File: config.mk
export PLATFORM = sky130hd
export DESIGN_NAME = tlc_phase_sequencer
export DESIGN_NICKNAME = d
export VERILOG_FILES = /design/src/rtl/tlc_phase_sequencer.sv
export SDC_FILE = /design/constraint.sdc
export NUM_CORES = 1
export LEC_CHECK = 0
export CAP_MARGIN = 0
export CELL_PAD_IN_SITES_DETAIL_PLACEMENT = 0
export CELL_PAD_IN_SITES_GLOBAL_PLACEMENT = 1
export CORE_MARGIN = 3
export CORE_UTILIZATION = 34
export DETAILED_ROUTE_END_ITERATION = 8
export PLACE_DENSITY = 0.87
export SYNTH_ARGS = -nofsm -noshare
export SYNTH_HDL_FRONTEND = slang
export SYNTH_SLANG_ARGS = --single-unit
File: constraint.sdc
create_clock -name clk -period 2 [get_ports clk]
set_clock_uncertainty 0.2 [all_clocks]
set_input_delay 0.4 -clock clk [delete_from_list [all_inputs] [get_ports clk]]
set_output_delay 0.4 -clock clk [all_outputs]
set_load 0.05 [all_outputs]
File: src/rtl/tlc_phase_sequencer.sv
// Traffic-light phase sequencer: cycles each approach through ALL_RED -> GREEN -> YELLOW,
// with per-phase pedestrian green extension and a countdown display with blink request.
module tlc_phase_sequencer #(
    parameter int unsigned NUM_PHASES      = 2,
    parameter int unsigned CNT_W           = 4,
    parameter int unsigned RED_CLEAR_TICKS = 2,
    parameter int unsigned GREEN_TICKS     = 9,
    parameter int unsigned YELLOW_TICKS    = 3,
    parameter int unsigned PED_EXTRA_TICKS = 4,
    parameter int unsigned BLINK_THRESH    = 3
) (
    input  logic                  clk,
    input  logic                  reset,
    input  logic                  start,
    input  logic                  tick,
    input  logic [NUM_PHASES-1:0] ped_req,
    output logic [NUM_PHASES-1:0] red_led,
    output logic [NUM_PHASES-1:0] yellow_led,
    output logic [NUM_PHASES-1:0] green_led,
    output logic [1:0]            active_phase,
    output logic [1:0]            state,
    output logic [CNT_W-1:0]      display_digit,
    output logic                  blinking_enable,
    output logic [NUM_PHASES-1:0] ped_pending
);

    typedef enum logic [1:0] {
        ST_IDLE    = 2'b00,
        ST_ALL_RED = 2'b01,
        ST_GREEN   = 2'b10,
        ST_YELLOW  = 2'b11
    } state_e;

    // All-ones on the display means blank, so no duration may reach it.
    localparam int unsigned MAX_DUR = (CNT_W >= 2 && CNT_W <= 16) ? ((32'd1 << CNT_W) - 32'd2) : 32'd0;
    localparam bit PARAMS_OK =
        (NUM_PHASES >= 2) && (NUM_PHASES <= 4) &&
        (CNT_W >= 2) && (CNT_W <= 16) &&
        (RED_CLEAR_TICKS >= 1) && (RED_CLEAR_TICKS <= MAX_DUR) &&
        (GREEN_TICKS >= 1) && (YELLOW_TICKS >= 1) && (YELLOW_TICKS <= MAX_DUR) &&
        (PED_EXTRA_TICKS >= 1) && ((GREEN_TICKS + PED_EXTRA_TICKS) <= MAX_DUR);

    if (!PARAMS_OK) begin : g_bad_params
        $error("tlc_phase_sequencer: parameter out of range");
    end

    localparam logic [CNT_W-1:0] CNT_ONE       = CNT_W'(1);
    localparam logic [CNT_W-1:0] RED_CNT       = CNT_W'(RED_CLEAR_TICKS);
    localparam logic [CNT_W-1:0] GREEN_CNT     = CNT_W'(GREEN_TICKS);
    localparam logic [CNT_W-1:0] GREEN_PED_CNT = CNT_W'(GREEN_TICKS + PED_EXTRA_TICKS);
    localparam logic [CNT_W-1:0] YELLOW_CNT    = CNT_W'(YELLOW_TICKS);
    localparam logic [1:0]       LAST_PHASE    = 2'(NUM_PHASES - 1);

    state_e                  state_q, state_d;
    logic [1:0]              active_phase_q, active_phase_d;
    logic [CNT_W-1:0]        cnt_q, cnt_d;
    logic [NUM_PHASES-1:0]   ped_pending_q, ped_pending_d;

    logic [NUM_PHASES-1:0]   phase_mask_s;
    logic                    ped_hit_s;
    logic [1:0]              next_phase_s;
    logic                    blink_win_s;

    // Per-phase helpers derived from the current phase and count.
    always_comb begin
        phase_mask_s = {{(NUM_PHASES-1){1'b0}}, 1'b1} << active_phase_q;
        ped_hit_s    = |(ped_pending_q & phase_mask_s);
        next_phase_s = (active_phase_q == LAST_PHASE) ? 2'd0 : (active_phase_q + 2'd1);
        blink_win_s  = (cnt_q != '0) && (32'(cnt_q) <= BLINK_THRESH);
    end

    // Next-state logic; start=0 outranks any expiry, and a new request outranks the clear.
    always_comb begin
        state_d        = state_q;
        active_phase_d = active_phase_q;
        cnt_d          = cnt_q;
        ped_pending_d  = ped_pending_q | ped_req;
        if (!start) begin
            state_d        = ST_IDLE;
            active_phase_d = 2'd0;
            cnt_d          = '0;
        end else if (state_q == ST_IDLE) begin
            state_d        = ST_ALL_RED;
            active_phase_d = 2'd0;
            cnt_d          = RED_CNT;
        end else if (!tick) begin
            cnt_d = cnt_q;
        end else if (cnt_q > CNT_ONE) begin
            cnt_d = cnt_q - CNT_ONE;
        end else begin
            case (state_q)
                ST_ALL_RED: begin
                    state_d = ST_GREEN;
                    cnt_d   = ped_hit_s ? GREEN_PED_CNT : GREEN_CNT;
                end
                ST_GREEN: begin
                    state_d       = ST_YELLOW;
                    cnt_d         = YELLOW_CNT;
                    ped_pending_d = (ped_pending_q & ~phase_mask_s) | ped_req;
                end
                ST_YELLOW: begin
                    state_d        = ST_ALL_RED;
                    cnt_d          = RED_CNT;
                    active_phase_d = next_phase_s;
                end
                default: begin
                    state_d        = ST_IDLE;
                    cnt_d          = '0;
                    active_phase_d = 2'd0;
                end
            endcase
        end
    end

    // State, phase, countdown and pedestrian latches.
    always_ff @(posedge clk or posedge reset) begin
        if (reset) begin
            state_q        <= ST_IDLE;
            active_phase_q <= 2'd0;
            cnt_q          <= '0;
            ped_pending_q  <= '0;
        end else begin
            state_q        <= state_d;
            active_phase_q <= active_phase_d;
            cnt_q          <= cnt_d;
            ped_pending_q  <= ped_pending_d;
        end
    end

    // Lamp and display decode straight from the registers.
    always_comb begin
        red_led         = '0;
        yellow_led      = '0;
        green_led       = '0;
        display_digit   = '1;
        blinking_enable = 1'b0;
        case (state_q)
            ST_ALL_RED: begin
                red_led         = '1;
                display_digit   = cnt_q;
                blinking_enable = blink_win_s;
            end
            ST_GREEN: begin
                green_led       = phase_mask_s;
                red_led         = ~phase_mask_s;
                display_digit   = cnt_q;
                blinking_enable = blink_win_s;
            end
            ST_YELLOW: begin
                yellow_led      = phase_mask_s;
                red_led         = ~phase_mask_s;
                display_digit   = cnt_q;
                blinking_enable = 1'b0;
            end
            default: begin
                red_led         = '0;
                display_digit   = '1;
                blinking_enable = 1'b0;
            end
        endcase
    end

    assign state        = state_q;
    assign active_phase = active_phase_q;
    assign ped_pending  = ped_pending_q;

endmodule

==> key figures <==
Run status
  – Status: complete, no violations

STA
  – RSZ-0062 raised after global routing: yes
  – Slew HR: between 70% and 80%
  – Final min period: 1.95 ns
  – Worst-margin pin slew: between 0.3 and 0.4 ns
  – Final worst-path cycle share: a little over nine tenths
  – Final setup violation count: 0
  – Pins over their slew limit: 0
  – Setup TNS: 0 ns
  – Fmax: a little over 0.5 GHz
  – Fin. Hold Viols: 0

Floorplanning
  – Core Rows: 16
  – Die Span X: 53.8 um
  – Initial Util: between 30% and 40%
  – Die Ht: between 50 and 60 um
  – Core ar.: around 2100 um2
  – I/O pin cnt: 23
  – DIE AREA: roughly 2900 um2

Finish
  – Most frequent cells in the layout: buf_4, buf_12, dfrtp_1
  – Antenna Cells: 0
  – Nets: 130
  – Commonest non-fill, non-tap cell in the layout: buf_4
  – Fin util: 62.1%
  – Share of cells above drive strength 1: around half
  – Area delta synth->final: 65.2%

Synthesis
  – Avg Cell Area, Syn: about 9.5 um2
  – Async SR Flop Fraction: 100%
  – Cells after Synth: slightly above 80
  – Synth warnings: 0
  – Part of the Yosys area used for sequential elements: between 30% and 40%
  – Number of synthesized register bits: 10
  – Syn nets: 96
  – Cell variety after synth: 34
  – EDFF count, synth: 0
  – Post-Syn Area: 776 um2
  – Most used DFF post-synth: dfrtp_1

Pwr
  – LEAKAGE: approximately 0.00054 uW
  – Reg power frac: 12.6%
  – Clk network pwr share: just over 8%
  – Pwr Density: between 1500 and 2000 nW/um2
  – Internal power: 1160 uW
  – Worst ir drop on vdd: between 0.001 and 0.0015 V
  – Switching Fraction: a little under half
  – Combinational power share: 79.1%
  – Net switching power: 1020 uW

Global route
  – Gr usage total: between 10% and 20%
  – Initial antenna violation count: 0
  – Residual overflow from global routing: 0
  – Global-route wire length before repair: 3450 um
  – Vias in the first global route: around 750
  – Largest net degree at the start of global routing: 12

Clock network
  – Cts-stage hold buffer count: 0
  – Sink Count: 10
  – H-tree depth: 1
  – Clock slew at reported path FFs: ~0.07 ns
  – CTS tree: yes
  – TritonCTS Buffers: 3
  – Root buffer cell: clkbuf_4
  – Max Root-Sink Buffers: 2
  – Clock Latency Late Sink: approximately 0.26 ns

Routing
  – DRT Wirelength: around 2000 um
  – Routed Antenna Nets: 0
  – DR pass1 iterations: 4
  – Wire per inst: between 10 and 15 um
  – Drt first-iter violations: 11
  – Routed via count: approximately 710
  – Vias per Instance: around 5
  – DRC violations left: 0

Hold path
  – Hold Crit Class: in -> async

Setup path
  – Worst flop-to-flop path endpoint: ped_pending[0]
  – Critical-path cell list: or2_4 -> nor3b_4 -> buf_12
  – CP Launch Type: register
  – Crit path required time: 1.40 ns
  – RR Startpoint: cnt_q[0]
  – CP arrival: around 1.4 ns
  – R2r setup slk: between 0.2 and 0.25 ns
  – WS Path Type: reg -> out
  – Crit-path max FO: 5
  – Highest-delay cell along the critical path: dfrtp_1
  – Slowest stage delay, CP: between 0.4 and 0.5 ns
  – R2R cell count: 6
  – Crit. End Element: primary output

Job
  – Max Cap Viol: 0

Placement
  – GP Congestion: 0.887
  – Port-buffer cells: 22
  – Post-detail-place hpwl: about 1600 um
-- stage by stage --
| stage | hold slack [ns] | total power [uW] | cell area [um2] | cells | worst slack (ns) |
|---|---|---|---|---|---|
| after floorplan | 0.0400 | 1270 | 808 | 82 | -0.185 |
| after global placement | 0.291 | 1860 | 1180 | 133 | 0.158 |
| after detailed placement | 0.302 | 1890 | 1180 | 133 | 0.110 |
| after CTS | 0.228 | 2130 | 1240 | 138 | -0.00567 |
| after global routing | 0.260 | 2320 | 1280 | 142 | -0.0257 |
| final | 0.214 | 2180 | 1280 | 142 | 0.0518 |
-- worst max-delay path, delay by kind of cell, from the launching register on --
family | cells | cell delay [ns]
simple gates | 2 | 0.50
buf+inv | 1 | 0.16
flops | 1 | 0.41
-- layout make-up --
type,count,area (um2)
flip-flops and latches,10,255
fillers,179,781
inverters,6,22.5
repair buffers,31,383
clock buffers,4,36.3
well taps,27,33.8
multi-input cells,64,551
-- registers in the layout (all words and copies together), names as in the netlist --
name	flops
cnt_q	4
active_phase	2
ped_pending	2
state	2
-- cell families (layout without fill, tap and decap cells) --
group / count (synthesis) / count (layout) / synth area share, %
flip-flops: 10 / 10 / 32.3
AND/OR/NAND/NOR: 33 / 33 / 28.2
buffers and inverters: 8 / 41 / 4.03
adder cells (fa/ha/maj): 8 / 8 / 12.9
AO/OA/AOI/OAI: 20 / 20 / 18.7
multiplexers: 3 / 3 / 3.87
-- synth_stat cells (2+ instances only) --
| cell type | instances | area (um2) |
|---|---|---|
| o32ai_1 | 2 | 17.5 |
| dfrtp_1 | 10 | 250 |
| mux2i_1 | 3 | 30.0 |
| o21ai_0 | 2 | 10.0 |
| nand2b_1 | 2 | 12.5 |
| nor2b_1 | 2 | 12.5 |
| a21oi_1 | 5 | 25.0 |
| nand2_1 | 3 | 11.3 |
| and2_1 | 4 | 25.0 |
| nand3_1 | 2 | 10.0 |
| a21o_1 | 2 | 15.0 |
| o211ai_1 | 2 | 15.0 |
| nor2_4 | 2 | 22.5 |
| ha_1 | 8 | 100 |
| or2_2 | 4 | 25.0 |
| nor2_1 | 6 | 22.5 |
| inv_1 | 6 | 22.5 |
-- what timing repair did --
| item | CTS | global route |
|---|---|---|
| pin swaps | 1 | 2 |
| setup buffers | 1 | 4 |
| setup endpoints to repair | 6 | 5 |
| resized for setup | 4 | 8 |
| endpoints found under the hold margin | 0 | 0 |
-- power by group through the flow --
stage	sequential (uW)	clock, uW	combinational (uW)
2_1_floorplan	351	0	922
3_3_place_gp	279	0	1580
3_5_place_dp	283	0	1610
4_1_cts	280	186	1670
5_1_grt	280	199	1840
6_report	274	181	1720
-- routing by layer --
| metal | global-route usage, % | vias up | routed length, um |
|---|---|---|---|
| li1 | - | 362 | - |
| met1 | 20.2 | 322 | 829 |
| met2 | 27.2 | 25 | 1040 |
| met3 | 3.60 | 2 | 109 |
| met4 | 9.79 | 0 | 4 |
| met5 | 0 | - | 0 |
-- worst max path at each step --
| stage | startpoint | end | slack (ns) | cells after the start |
|---|---|---|---|---|
| global route | cnt_q[2] | blinking_enable | -0.03 | 3 |
| floorplan | state[1] | blinking_enable | -0.18 | 3 |
| global placement | tick | active_phase[0] | 0.16 | 5 |
| detailed placement | tick | active_phase[0] | 0.11 | 5 |
| CTS | cnt_q[3] | blinking_enable | -0.006 | 3 |
| finish | cnt_q[2] | blinking_enable | 0.05 | 3 |
No activity file was read; power rests on OpenSTA's default activity.
